**src/rtl/genvar_chan_accum_pkg.sv**
```systemverilog
// Shared types and helpers for the genvar_chan_accum channel bank.
package genvar_accum_pkg;

  typedef enum logic {
    IDLE  = 1'b0,
    DRAIN = 1'b1
  } state_t;

  // Channel index width; a single channel still needs a 1-bit index.
  function automatic int chan_w(input int n);
    return (n <= 2) ? 1 : $clog2(n);
  endfunction

endpackage

```
**src/rtl/genvar_chan_accum_if.sv**
```systemverilog
// Input words, flush request and drain beat port of genvar_chan_accum.
interface genvar_chan_accum_if
  import genvar_accum_pkg::*;
#(
  parameter int CHANNELS = 4,
  parameter int WIDTH    = 16
);
  localparam int CW = chan_w(CHANNELS);

  logic [CHANNELS-1:0]       in_valid;
  logic [CHANNELS*WIDTH-1:0] in_data;
  logic [CHANNELS-1:0]       in_ready;
  logic                      flush;
  logic                      out_valid;
  logic [CW-1:0]             out_chan;
  logic [WIDTH-1:0]          out_data;
  logic                      out_ovf;
  logic                      out_ready;
  logic                      busy;

  modport master (
    output in_valid, in_data, flush, out_ready,
    input  in_ready, out_valid, out_chan, out_data, out_ovf, busy
  );

  modport slave (
    input  in_valid, in_data, flush, out_ready,
    output in_ready, out_valid, out_chan, out_data, out_ovf, busy
  );

endinterface

```
**src/rtl/genvar_chan_accum_chan.sv**
```systemverilog
// One accumulator channel with sticky overflow flag.
// GENVAR_ACCUM_SAT_EN selects saturating instead of wrapping addition.
module genvar_accum_chan #(
  parameter int WIDTH = 16,
  parameter int INIT  = 10
) (
  input  logic             clk,
  input  logic             rst_n,
  input  logic             add_en,
  input  logic [WIDTH-1:0] add_data,
  input  logic             clr,
  output logic [WIDTH-1:0] acc,
  output logic             ovf
);
  localparam logic [WIDTH-1:0] INIT_V = WIDTH'(INIT);

  logic [WIDTH:0]   sum;
  logic [WIDTH-1:0] acc_next;

  assign sum = {1'b0, acc} + {1'b0, add_data};

`ifdef GENVAR_ACCUM_SAT_EN
  assign acc_next = sum[WIDTH] ? {WIDTH{1'b1}} : sum[WIDTH-1:0];
`else
  assign acc_next = sum[WIDTH-1:0];
`endif

  // clr (drain) and add_en (idle) are never asserted together.
  always_ff @(posedge clk) begin
    if (!rst_n) begin
      acc <= INIT_V;
      ovf <= 1'b0;
    end else if (clr) begin
      acc <= INIT_V;
      ovf <= 1'b0;
    end else if (add_en) begin
      acc <= acc_next;
      if (sum[WIDTH]) begin
        ovf <= 1'b1;
      end
    end
  end

endmodule

```
**src/rtl/genvar_chan_accum.sv**
```systemverilog
// Multi-channel accumulator bank drained channel-by-channel on flush.
// Build option: GENVAR_ACCUM_SAT_EN (saturating adds, see genvar_accum_chan).
module genvar_chan_accum
  import genvar_accum_pkg::*;
#(
  parameter int CHANNELS = 4,
  parameter int WIDTH    = 16,
  parameter int INIT     = 10
) (
  input logic               clk,
  input logic               rst_n,
  genvar_chan_accum_if.slave bus
);
  localparam int            CW   = chan_w(CHANNELS);
  localparam logic [CW-1:0] LAST = CW'(CHANNELS - 1);

  state_t              state_reg;
  logic [CW-1:0]       ptr_reg;
  logic                idle;
  logic                handshake;
  logic [WIDTH-1:0]    acc_arr [CHANNELS];
  logic [CHANNELS-1:0] ovf_vec;

  assign idle      = (state_reg == IDLE);
  assign handshake = !idle && bus.out_ready;

  for (genvar i = 0; i < CHANNELS; i++) begin : gen
    localparam logic [CW-1:0] IDX = CW'(i);
    logic [WIDTH-1:0] acc;
    logic             ovf;

    genvar_accum_chan #(
      .WIDTH (WIDTH),
      .INIT  (INIT)
    ) u_chan (
      .clk      (clk),
      .rst_n    (rst_n),
      .add_en   (idle && bus.in_valid[i]),
      .add_data (bus.in_data[i*WIDTH +: WIDTH]),
      .clr      (handshake && (ptr_reg == IDX)),
      .acc      (acc),
      .ovf      (ovf)
    );

    assign acc_arr[i] = acc;
    assign ovf_vec[i] = ovf;
  end

  always_ff @(posedge clk) begin
    if (!rst_n) begin
      state_reg <= IDLE;
      ptr_reg   <= '0;
    end else begin
      case (state_reg)
        IDLE: begin
          if (bus.flush) begin
            state_reg <= DRAIN;
            ptr_reg   <= '0;
          end
        end
        DRAIN: begin
          if (bus.out_ready) begin
            if (ptr_reg == LAST) begin
              state_reg <= IDLE;
              ptr_reg   <= '0;
            end else begin
              ptr_reg <= ptr_reg + CW'(1);
            end
          end
        end
        default: begin
          state_reg <= IDLE;
          ptr_reg   <= '0;
        end
      endcase
    end
  end

  // Outputs depend only on registered state; ptr_reg is 0 whenever idle.
  assign bus.in_ready  = {CHANNELS{idle}};
  assign bus.out_valid = !idle;
  assign bus.busy      = !idle;
  assign bus.out_chan  = ptr_reg;
  assign bus.out_data  = idle ? '0 : acc_arr[ptr_reg];
  assign bus.out_ovf   = idle ? 1'b0 : ovf_vec[ptr_reg];

endmodule

```
**src/flat_wrapper.sv**
```systemverilog
// flat-port wrapper written by rule: the top's interface ports become plain ports
module genvar_chan_accum_flat import genvar_accum_pkg::*;
#(
  parameter int CHANNELS = 4,
  parameter int WIDTH    = 16,
  parameter int INIT     = 10
)
  (clk, rst_n, bus_in_valid, bus_in_data, bus_flush, bus_out_ready, bus_in_ready, bus_out_valid, bus_out_chan, bus_out_data, bus_out_ovf, bus_busy);
  genvar_chan_accum_if #(.CHANNELS(CHANNELS), .WIDTH(WIDTH)) bus_i ();
  input logic clk;
  input logic rst_n;
  input wire logic [$bits(bus_i.in_valid)-1:0] bus_in_valid;
  input wire logic [$bits(bus_i.in_data)-1:0] bus_in_data;
  input wire logic [$bits(bus_i.flush)-1:0] bus_flush;
  input wire logic [$bits(bus_i.out_ready)-1:0] bus_out_ready;
  output wire logic [$bits(bus_i.in_ready)-1:0] bus_in_ready;
  output wire logic [$bits(bus_i.out_valid)-1:0] bus_out_valid;
  output wire logic [$bits(bus_i.out_chan)-1:0] bus_out_chan;
  output wire logic [$bits(bus_i.out_data)-1:0] bus_out_data;
  output wire logic [$bits(bus_i.out_ovf)-1:0] bus_out_ovf;
  output wire logic [$bits(bus_i.busy)-1:0] bus_busy;
  assign bus_i.in_valid = bus_in_valid;
  assign bus_i.in_data = bus_in_data;
  assign bus_i.flush = bus_flush;
  assign bus_i.out_ready = bus_out_ready;
  assign bus_in_ready = bus_i.in_ready;
  assign bus_out_valid = bus_i.out_valid;
  assign bus_out_chan = bus_i.out_chan;
  assign bus_out_data = bus_i.out_data;
  assign bus_out_ovf = bus_i.out_ovf;
  assign bus_busy = bus_i.busy;
  genvar_chan_accum #(.CHANNELS(CHANNELS), .WIDTH(WIDTH), .INIT(INIT)) u_core (.clk(clk), .rst_n(rst_n), .bus(bus_i));
endmodule
```
**config.mk**
```make
export PLATFORM = sky130hd
export DESIGN_NAME = genvar_chan_accum_flat
export DESIGN_NICKNAME = d
export VERILOG_FILES = /design/src/rtl/genvar_chan_accum_pkg.sv /design/src/rtl/genvar_chan_accum_if.sv /design/src/rtl/genvar_chan_accum_chan.sv /design/src/rtl/genvar_chan_accum.sv /design/src/flat_wrapper.sv
export SDC_FILE = /design/constraint.sdc
export NUM_CORES = 1
export LEC_CHECK = 0
export BUFFER_PORTS_ARGS = -buffer_cell sky130_fd_sc_hd__buf_2
export CAP_MARGIN = 20
export CORE_MARGIN = 2
export CORE_UTILIZATION = 50
export CTS_CLUSTER_DIAMETER = 60
export DETAILED_ROUTE_END_ITERATION = 8
export GPL_TIMING_DRIVEN = 0
export HOLD_SLACK_MARGIN = 0.06
export PLACE_DENSITY = 0.82
export SLEW_MARGIN = 10
export SYNTH_ARGS = -nofsm -noshare
export SYNTH_HDL_FRONTEND = slang
export SYNTH_SLANG_ARGS = --single-unit
```
**constraint.sdc**
```tcl
create_clock -name clk -period 2.26 [get_ports clk]
set_input_delay 0 -clock clk [delete_from_list [all_inputs] [get_ports clk]]
set_output_delay 0 -clock clk [all_outputs]
set_load 0.005 [all_outputs]
```
# Word level (Yosys, flattened, before mapping)
# Cells that the tools add are included.
# word_totals
reg_bits	71
inputBits	72
out_inout_bits	25
wordCells	59
# op_classes
addsub	5
n_lt_le_gt_ge	2
n_eq_ne	5
muxes	15
bitwise	3
reduce_logical	19
# ops
op	n
adder 16 x 16 -> 17 bit	4
two-way mux 16 bit	3
binary-select mux 16 bit (select 2 bit)	1
AND reduction 2 bit	5
logical AND 1 bit	9
OR reduction 2 bit	4
two-way mux 2 bit	3
two-way mux 1 bit	5
equality test 2 bit, second input constant	2
inequality test 2 bit, second input constant	2
case mux 2 bit (2 select lines)	1
greater-or-equal comparator 3 bit, second input constant	1
less-than comparator 2 x 3 -> 1 bit, second input constant	1
NOT 2 -> 3 bit	1
adder 2 x 1 -> 2 bit, second input constant	1
binary-select mux 1 bit (select 2 bit)	1
equality test 2 x 1 -> 1 bit, second input constant	1
zero test 2 bit	1
NOT 1 bit	2
case mux 1 bit (2 select lines)	1

# Longest topological paths before layout
# Gate-level depths: netlist (run 1).
# depth
word_depth	5
mapped_depth	11
mapped_depth_nobuf	9

# Modules after synthesis
# From an unflattened synthesis (run 1), not the netlist that was laid out.
# unflattened
hier_cells	735
hier_area_um2	6281.0
# modules_own_cells
mod	instances	cells_per_inst	area_per_inst_um2	seq_area_each_um2
genvar_accum_chan (u_core.gen[0].u_chan ...)	3	157	1350.0	340.3
genvar_accum_chan (u_core.gen[3].u_chan)	1	171	1423.9	340.3
genvar_chan_accum	1	93	807.0	60.1

# Worst setup path before layout (run 1)
# No wires, ideal clock.
# synth_path
path_type	flip-flop to flip-flop
from	reg u_core.ptr_reg[1], in the netlist u_core.bus.out_chan[1]
to	reg u_core.gen[0].u_chan.acc[13]
setup_time_ns	0.062
arrival_ns	2.321
t_required_ns	2.198
slack_ns	-0.122
stages_incl_launch_ff	11
n_path_buf	3
path_cell_list	dfxtp_1 -> clkbuf_1 -> buf_1 -> inv_1 -> ha_1 -> nand2_1 -> and2_1 -> clkbuf_1 -> nand2_1 -> or3_1 -> nand3_1
# synth_via
elab_chain_cells	3
# synth_lines
item	line	rtl
from (decl)	genvar_chan_accum.sv:18	logic [CW-1:0] ptr_reg;
from (signal assigned)	genvar_chan_accum.sv:67	ptr_reg <= ptr_reg + CW'(1);
zero test 2 bit	genvar_chan_accum.sv:40	.clr (handshake && (ptr_reg == IDX)),
logical AND 1 bit	genvar_chan_accum.sv:40	
OR reduction 2 bit (no line)	--	
to (signal assigned)	genvar_chan_accum_chan.sv:37	acc <= acc_next;
to (decl)	genvar_chan_accum_chan.sv:12	output logic [WIDTH-1:0] acc,
# Every way passes these cells.
# A chain may end at the register's enable or synchronous reset.

# Worst setup path in the final report (run 1)
# layout_path
from	reg u_core.gen[2].u_chan.acc[0]
to	reg u_core.gen[2].u_chan.ovf
# layout_via
elab_chain_cells	2
# layout_lines
item	line	rtl
from (decl)	genvar_chan_accum_chan.sv:12	
from (signal assigned)	genvar_chan_accum_chan.sv:37	
adder 16 x 16 -> 17 bit	genvar_chan_accum_chan.sv:20	assign sum = {1'b0, acc} + {1'b0, add_data};
AND reduction 2 bit (no line)	--	
to (signal assigned)	genvar_chan_accum_chan.sv:32	ovf <= 1'b0;
to (signal assigned)	genvar_chan_accum_chan.sv:35	ovf <= 1'b0;
to (signal assigned)	genvar_chan_accum_chan.sv:39	ovf <= 1'b1;
to (decl)	genvar_chan_accum_chan.sv:13	output logic ovf
# Every way passes these cells.

==> flow_summary.toml, run 1 <==
[global_route]
grt_pass1_wl_um = 26800
grt-ovfl-total = 0
grt_pass1_vias = 5541
antenna_found_initial = 1
grtUsageTotal_pct = 26.9
grt_max_degree = 12

[yosys]
yosys_warnings = 0
ys_ff_latch = 71
synth.avg_cell_area_um2 = 8.20
synth-edff-count = 0
syn-cell-area_um2 = 5780
synthArstFlopShare_pct = 0
synth-seq-area-share_pct = 24.6
synth.net_count = 849
synth_cells = 705
synth_cell_type_count = 57
synth-main-ff-cell = "dfxtp_1"

[timing]
fin_crit_ns = 2.19
max_slew_margin_pct = 63.9
setup_viol = 0
holdWs_ns = 0.0728
hold_viol_final = 0
timing.fmax_mhz = 456
final_max_slew_viol_count = 0
finalCritPeriodShare_pct = 97.1
setup_ws_ns = 0.0663
worstMarginPinSlew_ns = 0.541
finClkSkew_ns = 0.00674
grt_setup_unrepaired = "yes"

[die]
ios = 97
rows = 39
die_x_um = 112
die_area_um2 = 12400
die_h_um = 112
start_util_pct = 50.8
core_um2 = 11400

[cells_and_area]
utilization_pct = 62.8
diodes = 0
layout-area-overhead-vs-synth_pct = 23.5
final_cells = 976
layout.nets = 972
final_common_cell = "nand2_1"
drive_gt1_share_pct = 22.9
final_cell_mix = "nand2_1 (119), buf_2 (97), a21oi_1 (75), dfxtp_1 (67), ha_1 (65)"

[setup_path]
cp.required_ns = 2.49
worstSetupPathType = "reg -> reg"
worstPathMaxFanout = 3
path_cells = "ha_4 > fa_2 > a21o_1 > a31oi_4 > o21ai_4 > o21ai_4 > o21ai_2 > a2111oi_2 > nor3_1"
crit_path_end_kind = "flop"
cp.arrival_ns = 2.42
start_kind = "flop"
rr_worst_depth = 9
slowest_stage = "fa_2"
cp_slowest_stage_delay_ns = 0.36
critPathMostFrequentCell = "o21ai_4"

[placed_design]
dp.cells = 943
post-dp-hpwl_um = 12700
pre_cts_slack_ns = -0.501
portBuffers = 95
place_congestion = 0.894

[run_status]
status = "finished, final reports clean"

[routing]
drt_first_iter_violations = 598
ant_nets = 0
drc = 0
dr_total_vias = 5878
wirelength_um = 17100
wl_per_cell_um = 17.5
viasPerCell = 6.02
dr.pass1.iters = 6

[clock_network]
cts_tree = "done"
clk_pin_slew_worst_paths_ns = 0.06
cts_max_level = 3
ctsRootBufferMaster = "clkbuf_16"
clock_latency_ns = 0.35
numClockSinks = 71
clockBufferDepth = 2
numCtsBuffers = 9

[power_and_ir_drop]
power_mw = 4.85
ir_drop_mv = 0.424
p_leak_nw = 3.20
p_per_area_nw_per_um2 = 679

[hold_path]
whs_path_depth = 4
hold_path_class = "in -> reg"

[job]
maxCapViolCount = 0
-- critical path: cells and delay by family (launching register included) --
| kind | cells | cell delay, ns |
|---|---|---|
| adder cells (fa/ha/maj) | 2 | 0.53 |
| AND/OR/NAND/NOR | 1 | 0.08 |
| AO/OA/AOI/OAI | 6 | 1.12 |
| flip-flops | 1 | 0.34 |
-- synth_stat cells, types with 3 or more instances --
master / instances / area (µm²)
nor2_1: 29 / 109
and2_1: 24 / 150
o21ai_1: 5 / 25.0
a21oi_1: 81 / 405
buf_4: 5 / 37.5
a211oi_1: 11 / 82.6
clkbuf_1: 23 / 86.3
or3_1: 3 / 18.8
o211ai_1: 10 / 75.1
nand2b_1: 3 / 18.8
ha_1: 68 / 851
o21a_1: 4 / 30.0
mux4_2: 17 / 383
a2111oi_0: 4 / 35.0
o21ai_0: 33 / 165
a211o_1: 4 / 35.0
nand2_1: 120 / 450
dfxtp_1: 71 / 1420
nor3_1: 9 / 45.0
and3_1: 5 / 31.3
xnor2_1: 30 / 263
o31ai_1: 3 / 22.5
nor4_1: 3 / 18.8
xor2_1: 19 / 166
nor2b_1: 6 / 37.5
a31oi_1: 8 / 50.1
inv_1: 14 / 52.6
o21bai_1: 6 / 45.0
o211a_1: 3 / 30.0
nand3_1: 26 / 130
nand4_1: 4 / 25.0
a21o_1: 16 / 120
fa_1: 4 / 80.1
-- final timing paths --
kind | start | to | slack (ns)
worst max-delay path | u_core.gen[2].u_chan.acc[0] | u_core.gen[2].u_chan.ovf | 0.07
worst min-delay path | bus_in_valid[3] | u_core.gen[3].u_chan.acc[5] | 0.07
worst max register to register | u_core.gen[2].u_chan.acc[0] | u_core.gen[2].u_chan.ovf | 0.07
worst min register to register | u_core.gen[1].u_chan.acc[15] | u_core.gen[1].u_chan.acc[15] | 0.48
-- power by group --
group          total, mW  internal, mW  switching, mW
registers           1.54          1.38          0.160
logic               1.72         0.791          0.933
clock network       1.58          1.03          0.555
-- timing repair --
action,4_1_cts,5_1_grt
endpoints found under the hold margin,5,0
pin swaps,18,16
hold buffers,3,0
buffers inserted,7,8
resized for setup,33,26
endpoints found under the setup margin,17,19
-- registers in the layout, indices dropped and copies added, names as in the netlist --
name                   count
u_core.gen.u_chan.acc     64
u_core.gen.u_chan.ovf      4
u_core.bus.out_chan        2
u_core.bus.busy            1
-- cell type report --
cell class | count | area (µm²)
Buffer | 30 | 145
Clock buffer | 13 | 260
Clock inverter | 3 | 65.1
Fill cell | 928 | 4230
Inverter | 14 | 52.6
Multi-Input combinational cell | 589 | 4380
Sequential cell | 71 | 1430
Tap cell | 143 | 179
Timing Repair Buffer | 113 | 618
-- metal layers --
layer	track usage (%)	wire length (µm)	vias to the layer above
li1	-	-	2842
met3	5.01	1190	58
met5	0	11	-
met1	34.7	7250	2710
met4	13.8	867	2
met2	43.1	7750	266
-- per-stage QoR --
step	cell area, µm²	setup TNS [ns]
detailed placement	6450	-3.09
CTS	6960	0
global route	7140	-0.0827
floorplan	5800	0
finish	7140	0
global placement	6450	-2.50
-- cells by family after synthesis --
| family | after synthesis | synth area share (%) |
|---|---|---|
| simple gates | 241 | 19.1 |
| flops | 71 | 24.6 |
| mux | 18 | 6.80 |
| compound gates | 209 | 22.8 |
| fa+ha+maj | 72 | 16.1 |
| xor+xnor | 49 | 7.43 |
| buf+inv | 45 | 3.27 |
No activity file was read; power rests on OpenSTA's default activity.
==> run 2: changes to the inputs <==
--- a/config.mk
+++ b/config.mk
@@ -5,6 +5,7 @@
 export SDC_FILE = /design/constraint.sdc
 export NUM_CORES = 1
 export LEC_CHECK = 0
+export ABC_CLOCK_PERIOD_IN_PS = 2260
 export BUFFER_PORTS_ARGS = -buffer_cell sky130_fd_sc_hd__buf_2
 export CAP_MARGIN = 20
 export CORE_MARGIN = 2
@@ -13,8 +14,10 @@
 export DETAILED_ROUTE_END_ITERATION = 8
 export GPL_TIMING_DRIVEN = 0
 export HOLD_SLACK_MARGIN = 0.06
-export PLACE_DENSITY = 0.82
+export PLACE_DENSITY = 0.81
+export SKIP_CTS_REPAIR_TIMING = 1
 export SLEW_MARGIN = 10
 export SYNTH_ARGS = -nofsm -noshare
 export SYNTH_HDL_FRONTEND = slang
+export SYNTH_HIERARCHICAL = 1
 export SYNTH_SLANG_ARGS = --single-unit
==> flow_summary.toml, run 2 <==
[run_status]
status = "finished, final reports clean"

[power_and_ir_drop]
p_per_area_nw_per_um2 = 635
p_leak_nw = 3.20
ir_drop_mv = 0.582

[timing]
finClkSkew_ns = 0.00601
timing.setup.tns_ns = 0
timing.fmax_mhz = 462
setup_ws_ns = 0.0947
hold_viol_final = 0
finalCritPeriodShare_pct = 95.8
final_max_slew_viol_count = 0
setup_viol = 0
worstMarginPinSlew_ns = 0.676
max_slew_margin_pct = 54.9
fin_crit_ns = 2.17

[setup_path]
cp.required_ns = 2.55
rr_worst_depth = 8
cp_slowest_stage_delay_ns = 0.38
worstPathMaxFanout = 5
worstSetupPathType = "reg -> reg"
cp.arrival_ns = 2.45
crit_path_end_kind = "flop"
slowest_stage = "o311ai_0"
start_kind = "flop"
path_cells = "ha_2 > fa_2 > a211oi_4 > o21ai_2 > nand2_1 > o221a_4 > o311ai_0 > o211a_1"

[routing]
wl_per_cell_um = 16.9
drc = 0
ant_nets = 0
viasPerCell = 5.87
dr_total_vias = 5994
drt_first_iter_violations = 508
dr.pass1.iters = 6
wirelength_um = 17200

[clock_network]
clk_pin_slew_worst_paths_ns = 0.05
numCtsBuffers = 9
numClockSinks = 71
ctsRootBufferMaster = "clkbuf_16"
cts_max_level = 3
clock_latency_ns = 0.34
clockBufferDepth = 2
cts_tree = "done"

[yosys]
synthArstFlopShare_pct = 0
synth_cell_type_count = 66
synth.most_common_cell = "nor2_1"
yosysTopAreaCell = "dfxtp_1"
synth-edff-count = 0
synth-main-ff-cell = "dfxtp_1"
synth_cells = 735
yosys_warnings = 6
synth-seq-area-share_pct = 22.6
ys_ff_latch = 71
synth_top_cells_by_count = "nor2_1 (72), dfxtp_1 (71), ha_1 (68)"
synth.avg_cell_area_um2 = 8.55
yosys-top-cells-area = "dfxtp_1 (23%), ha_1 (14%), mux2i_1 (9.4%), nor2_1 (4.3%), xnor2_1 (3.5%)"
synth_top_area_share_pct = 22.6
synth.net_count = 879
syn-cell-area_um2 = 6280

[global_route]
grt_max_degree = 14
grt_pass1_vias = 5407
grt-ovfl-total = 0
grt_pass1_wl_um = 26700
antenna_found_initial = 0
grtUsageTotal_pct = 25.6

[cells_and_area]
layout-area-overhead-vs-synth_pct = 18.3
fillers = 1091
layout.nets = 994
utilization_pct = 61.1
final_cell_mix = "buf_2 (99), nor2_1 (72), dfxtp_1 (68), ha_1 (65), mux2i_1 (59)"
top_register = "u_core/gen.u_chan/acc"
final_area_um2 = 7430
multi_input_area_um2 = 4650
largest_reg_flops = 64
diodes = 0
regArea_um2 = 1430
final_cells = 1021
final_common_cell = "buf_2"
drive_gt1_share_pct = 22.2

[die]
die_h_um = 116
start_util_pct = 51.6
rows = 40
die_x_um = 116
die_area_um2 = 13500
core_um2 = 12200
ios = 97

[placed_design]
pre_cts_slack_ns = -0.199
dp.cells = 999
portBuffers = 96
post-dp-hpwl_um = 13100
place_congestion = 1.00
placed_area_um2 = 6970

[hold_path]
hold_path_class = "in -> reg"
whs_path_depth = 4

[job]
maxCapViolCount = 0
run 2: final timing paths:
check / start / endpoint / slack, ns
worst max-delay path: u_core/gen[2].u_chan/acc[0] / u_core/gen[2].u_chan/ovf / 0.09
worst min-delay path: bus_in_data[32] / u_core/gen[2].u_chan/acc[0] / 0.05
worst max register to register: u_core/gen[2].u_chan/acc[0] / u_core/gen[2].u_chan/ovf / 0.09
worst min register to register: u_core/gen[0].u_chan/acc[13] / u_core/gen[0].u_chan/acc[13] / 0.48
run 2: cell families after synthesis:
| group | synth area share, % |
|---|---|
| mux | 9.58 |
| compound gates | 24.7 |
| fa+ha+maj | 14.8 |
| buf+inv | 4.68 |
| simple gates | 19.0 |
| flops | 22.6 |
| xor+xnor | 4.60 |
run 2: through the flow:
step	hold slack, ns	total power, mW
floorplan	0.117	2.82
detailed placement	0.284	3.24
CTS	-0.0677	4.64
finish	0.0453	4.72
global placement	0.268	3.21
global route	0.0847	4.99
run 2: power by group:
group	internal [mW]	leakage [nW]	switching, mW
combinational	0.819	2.47	0.985
clock	0.852	0.141	0.536
sequential	1.39	0.585	0.138
total	3.06	3.20	1.66
run 2: worst max-delay path, delay by kind of cell, from the launching register on:
kind / cells / cell delay, ns
flops: 1 / 0.37
simple gates: 1 / 0.13
fa+ha+maj: 2 / 0.49
compound gates: 5 / 1.12
run 2: final cells by class:
| type | instances | share of cell area [%] |
|---|---|---|
| multi-input cells | 617 | 62.6 |
| flip-flops and latches | 71 | 19.2 |
| repair buffers | 104 | 7.47 |
| clock buffers | 14 | 3.82 |
| plain buffers | 31 | 3.30 |
| well taps | 168 | 2.83 |
| inverters | 16 | 0.808 |
run 2: layer usage:
metal	routed length [µm]	global-route usage (%)	share of wire (%)	vias up
li1	-	-	-	2970
met1	7640	34.9	44	2746
met2	7800	39.4	45	244
met3	1380	6.43	8.0	34
met4	422	8.73	2.4	0
met5	0	0	0	-
==> run 3: changes to the inputs <==
--- a/config.mk
+++ b/config.mk
@@ -8,13 +8,15 @@
 export ABC_CLOCK_PERIOD_IN_PS = 2260
 export BUFFER_PORTS_ARGS = -buffer_cell sky130_fd_sc_hd__buf_2
 export CAP_MARGIN = 20
+export CORE_ASPECT_RATIO = 1.4
 export CORE_MARGIN = 2
 export CORE_UTILIZATION = 50
 export CTS_CLUSTER_DIAMETER = 60
 export DETAILED_ROUTE_END_ITERATION = 8
+export GPL_ROUTABILITY_DRIVEN = 0
 export GPL_TIMING_DRIVEN = 0
 export HOLD_SLACK_MARGIN = 0.06
-export PLACE_DENSITY = 0.81
+export PLACE_DENSITY_LB_ADDON = 0.1
 export SKIP_CTS_REPAIR_TIMING = 1
 export SLEW_MARGIN = 10
 export SYNTH_ARGS = -nofsm -noshare
==> flow_summary.toml, run 3 (synthesized netlist as in run 2, its figures left out) <==
[cells_and_area]
final_common_cell = "buf_2"
final_area_um2 = 7390
layout.nets = 991
final_cell_mix = "buf_2 (99), nor2_1 (72), dfxtp_1 (68), ha_1 (66), mux2i_1 (59)"
diodes = 0
top_register = "u_core/gen.u_chan/acc"
layout-area-overhead-vs-synth_pct = 17.6
largest_reg_flops = 64
drive_gt1_share_pct = 22.4

[clock_network]
numClockSinks = 71
cts_max_level = 3
numCtsBuffers = 9
clock_latency_ns = 0.34
clockBufferDepth = 2
clk_pin_slew_worst_paths_ns = 0.06
ctsRootBufferMaster = "clkbuf_16"
cts_tree = "done"

[power_and_ir_drop]
power_mw = 4.77
p_per_area_nw_per_um2 = 645
ir_drop_mv = 0.320
p_leak_nw = 3.19

[timing]
timing.fmax_mhz = 456
finClkSkew_ns = 0.00653
max_slew_margin_pct = 55.3
final_max_slew_viol_count = 0
hold_viol_final = 0
finalCritPeriodShare_pct = 97.1
worstMarginPinSlew_ns = 0.671
fin_crit_ns = 2.20
setup_viol = 0

[routing]
wirelength_um = 17900
drc = 0
viasPerCell = 5.91
drt_first_iter_violations = 277
ant_nets = 0
dr_total_vias = 5925
dr.pass1.iters = 5
wl_per_cell_um = 17.9

[setup_path]
cp.arrival_ns = 2.48
worstSetupPathType = "reg -> reg"
crit_path_end_kind = "flop"
rr_worst_depth = 8
start_kind = "flop"
cp.required_ns = 2.54
worstPathMaxFanout = 3

[die]
die_h_um = 137
die_area_um2 = 13500
die_x_um = 98.7
ios = 97
core_um2 = 12300
rows = 48
start_util_pct = 51.0

[hold_path]
whs_path_depth = 4
hold_path_class = "in -> reg"

[placed_design]
post-dp-hpwl_um = 14000
placed_area_um2 = 6950
portBuffers = 96

[run_status]
status = "finished, final reports clean"

[global_route]
grt_pass1_wl_um = 27500
grtUsageTotal_pct = 25.8
grt-ovfl-total = 0
antenna_found_initial = 0
grt_pass1_vias = 5679
grt_max_degree = 14

[job]
maxCapViolCount = 0
==> run 3: where the power goes <==
group	switching [mW]	internal, mW	leakage [nW]
Sequential	0.152	1.39	0.585
Clock	0.557	0.862	0.145
Combinational	0.986	0.821	2.46
==> run 3: area by class of cell <==
class	instances	area, µm²
Fill cell	1116	4920
Multi-Input combinational cell	617	4640
Sequential cell	71	1430
Timing Repair Buffer	102	533
Clock buffer	14	284
Buffer	30	243
Tap cell	150	188
Inverter	16	60.1
Clock inverter	2	12.5
==> run 3: worst paths after layout <==
kind                                start                           end  slack (ns)
min                        bus_in_data[0]   u_core/gen[0].u_chan/acc[0]        0.04
max reg2reg   u_core/gen[3].u_chan/acc[0]  u_core/gen[3].u_chan/acc[14]        0.06
max           u_core/gen[3].u_chan/acc[0]  u_core/gen[3].u_chan/acc[14]        0.06
min reg2reg  u_core/gen[1].u_chan/acc[15]  u_core/gen[1].u_chan/acc[15]        0.49
==> run 3: critical path: stages (launching register included) <==
cell	delay (ns)
dfxtp_1	0.33
ha_1	0.22
fa_2	0.39
a211oi_2	0.23
o21ai_0	0.18
a22oi_2	0.25
o21ai_0	0.16
a211o_1	0.31
nand3_1	0.07
==> run 3: routing by layer <==
metal / share of wire, % / GRT usage, % / up-vias
met3: 5.5 / 5.62 / 29
met1: 40 / 29.2 / 2777
met2: 52 / 47.3 / 158
met5: 0 / 0 / -
li1: - / - / 2961
met4: 2.4 / 9.36 / 0
==> run 3: per-stage QoR <==
step	hold slack (ns)	std cells	utilization (%)	worst slack, ns	setup TNS, ns
after floorplan	0.117	735	-	0.0465	0
after global placement	0.276	981	56.4	-0.281	-0.810
after detailed placement	0.274	981	56.4	-0.314	-1.07
after CTS	-0.0728	997	58.9	-0.331	-1.39
after global routing	0.0799	1002	60.0	-0.0239	-0.0583
final	0.0442	1002	60.0	0.0649	0
